===== config.mk =====
export PLATFORM = sky130hd
export DESIGN_NAME = jpeg_marker_segmenter
export DESIGN_NICKNAME = d
export VERILOG_FILES = /design/src/rtl/jpeg_marker_segmenter.sv
export SDC_FILE = /design/constraint.sdc
export NUM_CORES = 1
export LEC_CHECK = 0
export CORE_UTILIZATION = 60
export DETAILED_ROUTE_END_ITERATION = 12
export PLACE_DENSITY = 0.88
export SKIP_CTS_REPAIR_TIMING = 1
export SLEW_MARGIN = 40
export SYNTH_ARGS = -nofsm -noshare
export SYNTH_HDL_FRONTEND = slang
export SYNTH_SLANG_ARGS = --single-unit

===== constraint.sdc =====
create_clock -name clk -period 5.1 [get_ports clk]
set_input_delay 0.765 -clock clk [delete_from_list [all_inputs] [get_ports clk]]
set_output_delay 0.765 -clock clk [all_outputs]
set_load 0.01 [all_outputs]

===== src/rtl/jpeg_marker_segmenter.sv =====
// JPEG marker segmenter: splits a JPEG byte stream into DQT/SOF0/DHT/SOS payloads
// and de-stuffed entropy-coded data, presented through one registered output stage.
module jpeg_marker_segmenter #(
    parameter int LEN_W = 16
) (
    input  logic             clk,
    input  logic             rst_n,
    input  logic             in_valid,
    input  logic [7:0]       in_byte,
    output logic             in_ready,
    output logic             seg_valid,
    input  logic             seg_ready,
    output logic [7:0]       seg_byte,
    output logic [2:0]       seg_type,
    output logic             seg_first,
    output logic             seg_last,
    output logic [LEN_W-1:0] seg_len,
    output logic             rst_marker,
    output logic             frame_done,
    output logic             err,
    output logic [1:0]       err_code
);
    typedef enum logic [3:0] {
        SOI_FF, SOI_D8, MARK_FF, MARK_CODE, LEN_HI, LEN_LO,
        PAYLOAD, SKIP, ECS, ECS_FF, ERR
    } state_t;

    localparam logic [2:0] T_SOS = 3'd3;
    localparam logic [2:0] T_ECS = 3'd4;

    state_t           state_q, state_d;
    logic [2:0]       type_q, type_d;
    logic             skip_q, skip_d;
    logic [7:0]       len_hi_q, len_hi_d;
    logic [LEN_W-1:0] cnt_q, cnt_d;
    logic [LEN_W-1:0] len_q, len_d;
    logic             first_q, first_d;
    logic             ecs_first_q, ecs_first_d;
    logic             pend_vld_q, pend_vld_d;
    logic [7:0]       pend_byte_q, pend_byte_d;
    logic             seg_valid_q, seg_valid_d;
    logic [7:0]       seg_byte_q, seg_byte_d;
    logic [2:0]       seg_type_q, seg_type_d;
    logic             seg_first_q, seg_first_d;
    logic             seg_last_q, seg_last_d;
    logic [LEN_W-1:0] seg_len_q, seg_len_d;
    logic             rst_marker_q, rst_marker_d;
    logic             frame_done_q, frame_done_d;
    logic             err_q, err_d;
    logic [1:0]       err_code_q, err_code_d;

    state_t     mk_next;
    logic [2:0] mk_type;
    logic       mk_skip, mk_bad, mk_eoi;

    logic             acc, out_free, emitting_state;
    logic             emit, emit_first, emit_last, ecs_data, do_mark;
    logic [7:0]       emit_byte, ecs_byte;
    logic [2:0]       emit_type;
    logic [LEN_W-1:0] emit_len;
    logic [15:0]      len16;

    assign len16          = {len_hi_q, in_byte};
    assign out_free       = !seg_valid_q || seg_ready;
    assign emitting_state = state_q inside {PAYLOAD, ECS, ECS_FF};
    assign in_ready       = emitting_state ? out_free : 1'b1;
    assign acc            = in_valid && in_ready;

    // Marker code decode, shared by MARK_CODE and the ECS-terminating path.
    always_comb begin
        mk_next = LEN_HI;
        mk_type = 3'd0;
        mk_skip = 1'b1;
        mk_bad  = 1'b0;
        mk_eoi  = 1'b0;
        case (in_byte)
            8'hFF: mk_next = MARK_CODE;
            8'hD9: begin mk_eoi = 1'b1; mk_next = SOI_FF; end
            8'hDB: begin mk_type = 3'd0; mk_skip = 1'b0; end
            8'hC0: begin mk_type = 3'd1; mk_skip = 1'b0; end
            8'hC4: begin mk_type = 3'd2; mk_skip = 1'b0; end
            8'hDA: begin mk_type = 3'd3; mk_skip = 1'b0; end
            default: mk_bad = (in_byte == 8'h00) || (in_byte == 8'hD8) ||
                              (in_byte[7:3] == 5'b11010) ||
                              (in_byte[7:4] == 4'hC && in_byte != 8'hC8 && in_byte != 8'hCC);
        endcase
        if (mk_bad) mk_next = ERR;
    end

    always_comb begin
        state_d      = state_q;
        type_d       = type_q;
        skip_d       = skip_q;
        len_hi_d     = len_hi_q;
        cnt_d        = cnt_q;
        len_d        = len_q;
        first_d      = first_q;
        ecs_first_d  = ecs_first_q;
        pend_vld_d   = pend_vld_q;
        pend_byte_d  = pend_byte_q;
        seg_valid_d  = seg_valid_q && !seg_ready;
        seg_byte_d   = seg_byte_q;
        seg_type_d   = seg_type_q;
        seg_first_d  = seg_first_q;
        seg_last_d   = seg_last_q;
        seg_len_d    = seg_len_q;
        rst_marker_d = 1'b0;
        frame_done_d = 1'b0;
        err_d        = err_q;
        err_code_d   = err_code_q;
        emit         = 1'b0;
        emit_byte    = in_byte;
        emit_type    = type_q;
        emit_first   = first_q;
        emit_last    = 1'b0;
        emit_len     = len_q;
        ecs_data     = 1'b0;
        ecs_byte     = in_byte;
        do_mark      = 1'b0;
        if (acc) begin
            case (state_q)
                SOI_FF: if (in_byte == 8'hFF) state_d = SOI_D8;
                        else begin state_d = ERR; err_code_d = 2'd1; end
                SOI_D8: if (in_byte == 8'hD8) state_d = MARK_FF;
                        else begin state_d = ERR; err_code_d = 2'd1; end
                MARK_FF: if (in_byte == 8'hFF) state_d = MARK_CODE;
                         else begin state_d = ERR; err_code_d = 2'd2; end
                MARK_CODE: do_mark = 1'b1;
                LEN_HI: begin
                    len_hi_d = in_byte;
                    state_d  = LEN_LO;
                end
                LEN_LO: begin
                    len_d   = LEN_W'(len16 - 16'd2);
                    cnt_d   = LEN_W'(len16 - 16'd2);
                    first_d = 1'b1;
                    if (len16 < 16'd2) begin
                        state_d    = ERR;
                        err_code_d = 2'd3;
                    end else if (len16 == 16'd2) begin
                        if (!skip_q && type_q == T_SOS) begin
                            state_d     = ECS;
                            ecs_first_d = 1'b1;
                        end else begin
                            state_d = MARK_FF;
                        end
                    end else begin
                        state_d = skip_q ? SKIP : PAYLOAD;
                    end
                end
                PAYLOAD: begin
                    emit      = 1'b1;
                    emit_last = (cnt_q == LEN_W'(1));
                    first_d   = 1'b0;
                    cnt_d     = cnt_q - LEN_W'(1);
                    if (cnt_q == LEN_W'(1)) begin
                        if (type_q == T_SOS) begin
                            state_d     = ECS;
                            ecs_first_d = 1'b1;
                        end else begin
                            state_d = MARK_FF;
                        end
                    end
                end
                SKIP: begin
                    cnt_d = cnt_q - LEN_W'(1);
                    if (cnt_q == LEN_W'(1)) state_d = MARK_FF;
                end
                ECS: if (in_byte == 8'hFF) state_d = ECS_FF;
                     else ecs_data = 1'b1;
                ECS_FF: begin
                    if (in_byte == 8'h00) begin
                        ecs_data = 1'b1;
                        ecs_byte = 8'hFF;
                        state_d  = ECS;
                    end else if (in_byte == 8'hFF) begin
                        state_d = ECS_FF;
                    end else if (in_byte[7:3] == 5'b11010) begin
                        rst_marker_d = 1'b1;
                        state_d      = ECS;
                    end else begin
                        // Terminating marker: flush the held byte as the segment's last.
                        if (pend_vld_q) begin
                            emit       = 1'b1;
                            emit_byte  = pend_byte_q;
                            emit_type  = T_ECS;
                            emit_first = ecs_first_q;
                            emit_last  = 1'b1;
                            emit_len   = '0;
                            pend_vld_d = 1'b0;
                        end
                        do_mark = 1'b1;
                    end
                end
                default: ;
            endcase
        end
        if (do_mark) begin
            state_d      = mk_next;
            type_d       = mk_type;
            skip_d       = mk_skip;
            frame_done_d = mk_eoi;
            if (mk_bad) err_code_d = 2'd2;
        end
        if (ecs_data) begin
            if (pend_vld_q) begin
                emit        = 1'b1;
                emit_byte   = pend_byte_q;
                emit_type   = T_ECS;
                emit_first  = ecs_first_q;
                emit_last   = 1'b0;
                emit_len    = '0;
                ecs_first_d = 1'b0;
            end
            pend_byte_d = ecs_byte;
            pend_vld_d  = 1'b1;
        end
        if (emit) begin
            seg_valid_d = 1'b1;
            seg_byte_d  = emit_byte;
            seg_type_d  = emit_type;
            seg_first_d = emit_first;
            seg_last_d  = emit_last;
            seg_len_d   = emit_len;
        end
        if (state_d == ERR) err_d = 1'b1;
    end

    always_ff @(posedge clk or negedge rst_n) begin
        if (!rst_n) begin
            state_q      <= SOI_FF;
            type_q       <= '0;
            skip_q       <= 1'b0;
            cnt_q        <= '0;
            len_q        <= '0;
            first_q      <= 1'b0;
            ecs_first_q  <= 1'b0;
            pend_vld_q   <= 1'b0;
            seg_valid_q  <= 1'b0;
            seg_type_q   <= '0;
            seg_first_q  <= 1'b0;
            seg_last_q   <= 1'b0;
            seg_len_q    <= '0;
            rst_marker_q <= 1'b0;
            frame_done_q <= 1'b0;
            err_q        <= 1'b0;
            err_code_q   <= '0;
        end else begin
            state_q      <= state_d;
            type_q       <= type_d;
            skip_q       <= skip_d;
            cnt_q        <= cnt_d;
            len_q        <= len_d;
            first_q      <= first_d;
            ecs_first_q  <= ecs_first_d;
            pend_vld_q   <= pend_vld_d;
            seg_valid_q  <= seg_valid_d;
            seg_type_q   <= seg_type_d;
            seg_first_q  <= seg_first_d;
            seg_last_q   <= seg_last_d;
            seg_len_q    <= seg_len_d;
            rst_marker_q <= rst_marker_d;
            frame_done_q <= frame_done_d;
            err_q        <= err_d;
            err_code_q   <= err_code_d;
        end
    end

    // Pure data registers; their contents are qualified by the valid flags above.
    always_ff @(posedge clk) begin
        len_hi_q    <= len_hi_d;
        pend_byte_q <= pend_byte_d;
        seg_byte_q  <= seg_byte_d;
    end

    assign seg_valid  = seg_valid_q;
    assign seg_byte   = seg_byte_q;
    assign seg_type   = seg_type_q;
    assign seg_first  = seg_first_q;
    assign seg_last   = seg_last_q;
    assign seg_len    = seg_len_q;
    assign rst_marker = rst_marker_q;
    assign frame_done = frame_done_q;
    assign err        = err_q;
    assign err_code   = err_code_q;
endmodule


==> metrics, run 1 <==
Syn Nets roughly 570; GRT Total Usage 29.74%; post-synthesis adder-cell area fraction 0.7506%; WHS Path Cells 1; Skew-Pair Late Insertion Delay 0.35 ns; reg2reg setup slack 2.05 ns; max-cap viol count 0; most frequent cells in the layout 106 x nand2_1, 69 x dfrtp_1, 58 x a21oi_1; Async SR Flop Fraction 74.19%; layout cells sized above 1 a little under a tenth; global route overflow 0; Final Wtd Congestion roughly 0.95; 1st-pass router iterations 5; DIE AREA 0.008704 sq mm; H-tree depth 3; crit end category flop; # port buffers 47; pins over their slew limit 0; first-pass GRT wire length 20,090 um; nets 596; commonest non-fill, non-tap cell in the layout nand2_1; crit path DAT 3.59 ns; endpoints failing setup 0; peak supply drop about 360 uV; post-synthesis cell area between 0.005 and 0.006 sq mm; Die H 93.30 um; Total Neg Setup Slack 0 ns; Vias/cell 6.339; Hold Path Class reg -> reg; Max Buffers Root-to-Sink 2; row count 32; Distinct cells, synth 73; post-synth top area cell dfrtp_1; post-synth top area share 34.53%; TritonCTS clock tree built; Routed Antenna Nets 0; relative slew slack 48.84%; Synth area leaders dfrtp_1 35%, edfxtp_1 14%, nand2_1 8.0%; cells after synthesis roughly 550; Slowest cell on crit path clkdlybuf4s50_1; Worst Setup SP in_byte[5]; HPWL after DPL 8889 um; RSZ-0062 raised after global routing no; antenna violations before repair 0; crit share post-route 69.70%; Post-synth EDFFs 24; crit path launch type input pin; final hold vios 0; worst path required time 5.14 ns; Total Power 2.692 mW; CTS root buf clkbuf_8; Power Dens Cells 477.1 mW/mm^2; worst slew pin tran 0.7594 ns; maximum number of pins on one net before global-route repair 70; # diodes 0; via count 4,361; Synth Flop Type dfrtp_1; post-synthesis sequential area ratio 48.94%; mean post-synth cell area between 9 and 10 sq um; Fillers 615; Max Clock Skew 0.009614 ns; largest family of logic cells by synthesized area simple AND/OR/NAND/NOR gates; clock sink count 93; cells on worst reg2reg path 8; CP max FO 22; Synth Area in XOR/XNOR under 10%; FF-to-FF Start state_q[0]$_DFF_PN0_; Yosys reg bits 93; vias in the first global route 3,908; Synth Area in Compound Gates 20.07%; total CTS buffers 9; Starting Density 63.40%; io pins 48; final WL 12,270 um; reg2reg end seg_byte[6]$_DFFE_PP_; mux share of post-synthesis cell area 0.6755%; Fin Hold WS 0.4833 ns; Max Freq 281.3 MHz; status finished clean; Synth-to-Final Area Change 12.83%; wire per inst 17.83 um; leakage power 2.228 nW; DR DRC count 0; critical path type in -> reg; simple-gate area share of the yosys netlist between 20% and 30%; Yosys warnings 0; core area 0.007888 sq mm; Critical Path Max Stage Delay between 0.6 and 0.7 ns; worst-path cell chain clkdlybuf4s50_1 > or4_4 > nor3_2 > and4_1 > nor2_2 > a21boi_2 > buf_4 > nor2_1 > inv_1; initial detailed-routing violation count between 400 and 500; CTS clk-pin slew, worst paths 0.09 ns; Die X 93.30 um; Setup crit end seg_byte[6]$_DFFE_PP_; min Tclk post-route ~3.6 ns
==> worst max-delay path, delay by kind of cell <==
family | cells | cell delay [ns]
buf+inv | 3 | 1.10
simple gates | 5 | 1.55
compound gates | 1 | 0.15
==> synth_stat cells (5+ instances only) <==
master      n
nand2_1   107
dfrtp_1    69
a21oi_1    58
o21ai_0    47
nor2_1     33
clkbuf_1   25
edfxtp_1   24
or2_2      14
inv_1      13
nor4_1     13
nor3_1     12
nand3_1     7
xnor2_1     7
buf_2       6
or4_1       6
a21o_1      5
nand2b_1    5
nor2b_1     5
==> final cells by class <==
cell class              instances  area (sq um)  area share [%]
inverters                      14         52.55          0.9313
clock buffers                  11         131.4           2.328
clock inverters                 5         36.28          0.6430
repair buffers                 52         506.7           8.980
multi-input cells             411          2341           41.49
well taps                     102         127.6           2.262
flip-flops and latches         93          2447           43.37
==> registers in the layout, indices dropped and copies added (netlist names) <==
name / count
cnt_q: 16
len_q: 16
err: 1
frame_done: 1
pend_byte_q: 8
first_q: 1
seg_first: 1
len_hi_q: 8
seg_last: 1
seg_type: 3
seg_valid: 1
rst_marker: 1
state_q: 4
seg_byte: 8
err_code: 2
seg_len: 16
ecs_first_q: 1
skip_q: 1
pend_vld_q: 1
type_q: 2
==> worst min path at each step <==
stage,start,to,slack (ns)
3_5_place_dp,err$_DFFE_PN0N_,err$_DFFE_PN0N_,0.46
6_report,err$_DFFE_PN0N_,err$_DFFE_PN0N_,0.48
5_1_grt,len_q[3]$_DFFE_PN0P_,len_q[3]$_DFFE_PN0P_,0.50
4_1_cts,err$_DFFE_PN0N_,err$_DFFE_PN0N_,0.48
3_3_place_gp,err$_DFFE_PN0N_,err$_DFFE_PN0N_,0.46
2_1_floorplan,first_q$_DFFE_PN0P_,first_q$_DFFE_PN0P_,0.45
==> metrics by stage <==
stage / worst slack [ns] / std cells / util [%] / area [sq um]
6_report: 1.545 / 688 / 71.54 / 5643
4_1_cts: 1.588 / 688 / 71.51 / 5640
2_1_floorplan: 2.123 / 553 / - / 5001
5_1_grt: 1.300 / 688 / 71.54 / 5643
3_5_place_dp: 1.217 / 672 / 69.38 / 5473
3_3_place_gp: 1.245 / 672 / 69.26 / 5463
==> routing by layer <==
| metal | track usage [%] | vias up | share of wire, % |
|---|---|---|---|
| met1 | 44.02 | 2070 | 44 |
| met2 | 44.98 | 225 | 46 |
| li1 | - | 2037 | - |
| met4 | 8.846 | 0 | 1.6 |
| met3 | 5.203 | 29 | 8.3 |
| met5 | 0 | - | 0 |
==> where the power goes <==
part	internal (mW)	switching [mW]	leakage, nW
sequential	1.02	0.254	1.09
combinational	0.450	0.527	1.06
clock	0.179	0.260	0.0776
==> logic make-up after synthesis <==
kind of cell             after synthesis
multiplexers                           3
flip-flops                            93
adder cells (fa/ha/maj)                3
AND/OR/NAND/NOR                      234
XOR/XNOR                              11
AO/OA/AOI/OAI                        160
buffers and inverters                 49
Note: power is estimated with default switching activity, not from simulation.
==> run 2: changes to the inputs <==
--- a/config.mk
+++ b/config.mk
@@ -5,9 +5,9 @@
 export SDC_FILE = /design/constraint.sdc
 export NUM_CORES = 1
 export LEC_CHECK = 0
-export CORE_UTILIZATION = 60
+export CORE_UTILIZATION = 52
 export DETAILED_ROUTE_END_ITERATION = 12
-export PLACE_DENSITY = 0.88
+export PLACE_DENSITY = 0.81
 export SKIP_CTS_REPAIR_TIMING = 1
 export SLEW_MARGIN = 40
 export SYNTH_ARGS = -nofsm -noshare
==> constraint.sdc (replaced) <==
create_clock -name clk -period 2.92 [get_ports clk]
set_input_delay 0.438 -clock clk [delete_from_list [all_inputs] [get_ports clk]]
set_output_delay 0.438 -clock clk [all_outputs]
set_load 0.01 [all_outputs]
==> metrics, run 2 (synthesis results as in run 1) <==
status finished clean; leakage power 2.442 nW; total CTS buffers 9; relative slew slack 54.05%; core area 0.009284 sq mm; RSZ-0062 raised after global routing no; wire per inst 17.27 um; # diodes 0; 1st-pass router iterations 5; crit path launch type flop; initial detailed-routing violation count 356; Max Buffers Root-to-Sink 2; DIE AREA 0.01001 sq mm; Max Clock Skew 0.01399 ns; Routed Antenna Nets 0; Vias/cell 5.997; worst slew pin tran 0.6829 ns; Final Wtd Congestion 0.9223; first-pass GRT wire length 21,310 um; TritonCTS clock tree built; most frequent cells in the layout 107 x nand2_1, 69 x dfrtp_1, 58 x a21oi_1; CTS root buf clkbuf_8; antenna violations before repair 0; critical path type reg -> reg; nets 636; FF+latch area 0.002447 sq mm; final hold vios 0; row count 35; Hold Path Class in -> async; min Tclk post-route 2.668 ns; Worst Setup SP state_q[2]$_DFF_PN0_; final WL 13,040 um; maximum number of pins on one net before global-route repair 27; area of the multi-input gates 0.002332 sq mm; fin util 64.60%; Die X 100.1 um; Max Freq 374.8 MHz; FF-to-FF Start state_q[2]$_DFF_PN0_; CP max FO 13; reg2reg setup slack 0.25 ns; Post-Place Setup Slack -0.02233 ns; Starting Density 53.87%; crit end category flop; final setup margin ~0.25 ns; # port buffers 47; cells on worst reg2reg path 7; H-tree depth 3; vias in the first global route 4,235; endpoints failing setup 0; GRT Total Usage roughly 28%; global route overflow 0; via count 4,528; crit path DAT ~2.7 ns; pins over their slew limit 0; HPWL after DPL approximately 9600 um; DR DRC count 0; Skew-Pair Late Insertion Delay around 0.38 ns; clock sink count 93; Synth-to-Final Area Change 19.91%; Die H 100.1 um; layout cells sized above 1 ~15%; commonest non-fill, non-tap cell in the layout nand2_1; reg2reg end seg_byte[4]$_DFFE_PP_; Fillers 772; Power Dens Cells slightly above 800 mW/mm^2; CTS clk-pin slew, worst paths 0.11 ns; crit share post-route 91.37%; max-cap viol count 0; peak supply drop 349.3 uV; worst path required time 2.98 ns; io pins 48
## run 2: report_power, final
part | leakage [nW] | internal (mW) | switching, mW
clock network | 0.102 | 0.339 | 0.541
registers | 1.09 | 1.79 | 0.383
logic | 1.25 | 0.869 | 1.01
total | 2.44 | 3.00 | 1.93
## run 2: stage by stage
step | hold WS, ns | cell area, sq um | std cells | total power, mW | TNS, ns
after floorplan | 0.1424 | 5001 | 553 | 3.281 | 0
after global placement | 0.4530 | 5797 | 739 | 3.964 | -0.01256
after detailed placement | 0.4622 | 5797 | 739 | 4.038 | -0.02233
after CTS | 0.05713 | 5997 | 755 | 4.911 | 0
after global routing | 0.08364 | 5997 | 755 | 5.230 | 0
final | 0.03748 | 5997 | 755 | 4.928 | 0
## run 2: worst max path at each step
stage	end	slack (ns)
finish	seg_byte[4]$_DFFE_PP_	0.25
floorplan	seg_byte[0]$_DFFE_PP_	0.27
CTS	seg_byte[3]$_DFFE_PP_	0.28
global placement	err$_DFFE_PN0N_	-0.01
detailed placement	err$_DFFE_PN0N_	-0.02
global route	seg_byte[4]$_DFFE_PP_	0.08
## run 2: final cells by class
class / instances / share of cell area, %
clock buffer: 9 / 2.066
inverter: 14 / 0.8763
timing repair buffer: 92 / 13.39
tap: 129 / 2.691
clock inverter: 7 / 1.273
sequential: 93 / 40.81
multi-input combinational: 411 / 38.89
## run 2: routing by layer
layer | routed length (um) | up-vias | track usage, %
li1 | - | 2120 | -
met1 | 5713 | 2191 | 38.36
met4 | 194 | 0 | 9.030
met2 | 6171 | 195 | 44.93
met5 | 0 | - | 0
met3 | 957 | 22 | 3.830
## run 2: critical path, stage by stage (launching register included)
cell,delay (ns)
dfrtp_1,0.53
and4bb_2,0.35
o21ba_2,0.26
nor4_1,0.61
nor2_2,0.10
a21boi_2,0.19
nor2_1,0.07
inv_1,0.24
==> run 3: changes to the inputs <==
--- a/config.mk
+++ b/config.mk
@@ -5,6 +5,7 @@
 export SDC_FILE = /design/constraint.sdc
 export NUM_CORES = 1
 export LEC_CHECK = 0
+export CORE_ASPECT_RATIO = 0.9
 export CORE_UTILIZATION = 52
 export DETAILED_ROUTE_END_ITERATION = 12
 export PLACE_DENSITY = 0.81
==> metrics, run 3 (synthesis results as in run 1) <==
area of the multi-input gates 0.002332 sq mm; crit path DAT 2.66 ns; commonest non-fill, non-tap cell in the layout nand2_1; DIE AREA 0.01001 sq mm; Critical Path Max Stage Delay 0.61 ns; Finished Cell Area 0.006022 sq mm; Max Buffers Root-to-Sink 2; final WL 13,310 um; # diodes 0; peak supply drop 403.1 uV; GRT Total Usage 28.38%; first-pass GRT wire length between 20,000 and 25,000 um; global route overflow 0; crit share post-route 89.35%; # port buffers 47; H-tree depth 3; Routed Antenna Nets 0; crit end category flop; leakage power around 2.5 nW; Fillers 730; non-filler instance count after layout 751; DR DRC count 0; core area 0.009208 sq mm; clock sink count 93; 1st-pass router iterations 5; Max Clock Skew 0.01527 ns; via count roughly 4,500; nets 639; endpoints failing setup 0; row count 33; relative slew slack 57.06%; TritonCTS clock tree built; crit path launch type input pin; Skew-Pair Late Insertion Delay approximately 0.38 ns; CTS root buf clkbuf_8; pins over their slew limit 0; Area after DPL between 0.005 and 0.006 sq mm; worst slew pin tran 0.6425 ns; RSZ-0062 raised after global routing no; Die H around 95 um; Starting Density 54.31%; Power Dens Cells 824.5 mW/mm^2; FF+latch area 0.002447 sq mm; reg2reg setup slack between 0.3 and 0.4 ns; vias in the first global route 4,225; worst path required time 2.97 ns; wire per inst 17.72 um; most frequent cells in the layout 107 x nand2_1, 69 x dfrtp_1, 58 x a21oi_1; initial detailed-routing violation count around 340; CP max FO 8; worst-path cell chain clkdlybuf4s50_1 > or4_4 > nor3_2 > and4_1 > nor2_2 > a21boi_2 > nor2_1 > inv_1; total CTS buffers 9; Slowest cell on crit path or4_4; HPWL after DPL 9855 um; Hold Path Class in -> async; Final Wtd Congestion 0.9548; status finished clean; CTS clk-pin slew, worst paths 0.11 ns; max-cap viol count 0; Synth-to-Final Area Change 20.42%; layout cells sized above 1 15.42%; io pins 48; min Tclk post-route 2.609 ns; Max Freq 383.3 MHz; critical path type in -> reg; Die X 105.4 um; antenna violations before repair 0; Placed Cells incl. Taps around 740; Vias/cell 5.997; final hold vios 0; maximum number of pins on one net before global-route repair 70
[run 3: metal layers]
metal / track usage, % / vias to the layer above / share of wire (%)
met2: 44.13 / 204 / 46
met3: 5.673 / 26 / 7.6
met1: 40.34 / 2144 / 44
li1: - / 2130 / -
met5: 0 / - / 0
met4: 8.685 / 0 / 2.0
[run 3: worst max-delay path, delay by kind of cell]
kind / cells / cell delay, ns
simple gates: 5 / 1.28
compound gates: 1 / 0.19
buf+inv: 2 / 0.76
[run 3: final timing paths]
path / startpoint / end / cells after the start
hold / removal: rst_n / cnt_q[3]$_DFFE_PN0P_ / 2
setup / recovery: in_byte[7] / seg_byte[2]$_DFFE_PP_ / 8
max in group asynchronous: rst_n / seg_type[1]$_DFFE_PN0P_ / 2
hold reg to reg: err$_DFFE_PN0N_ / err$_DFFE_PN0N_ / 1
min in group clk: err$_DFFE_PN0N_ / err$_DFFE_PN0N_ / 1
setup reg to reg: len_hi_q[1]$_DFFE_PP_ / err$_DFFE_PN0N_ / 6
[run 3: report_power, final]
part	switching, mW	leakage [nW]	total (mW)	internal, mW
Combinational	1.04	1.26	1.91	0.875
Clock	0.510	0.104	0.909	0.399
Sequential	0.355	1.09	2.14	1.79
[run 3: area by class of cell]
class	count	area share, %
Timing Repair Buffer	95	13.78
Clock buffer	11	2.701
Sequential cell	93	40.64
Tap cell	122	2.535
Clock inverter	5	0.7480
Multi-Input combinational cell	411	38.73
Inverter	14	0.8726
[run 3: metrics by stage]
stage	utilization (%)	worst slack (ns)	TNS [ns]	power (mW)	hold WS [ns]
4_1_cts	65.40	0.3565	0	4.961	0.1685
5_1_grt	65.40	0.1384	0	5.296	0.2022
6_report	65.40	0.3110	0	4.965	0.1475
3_3_place_gp	63.11	0.01159	0	3.982	0.4560
3_5_place_dp	63.15	-0.01927	-0.1456	4.053	0.4610
2_1_floorplan	-	0.2697	0	3.281	0.1424
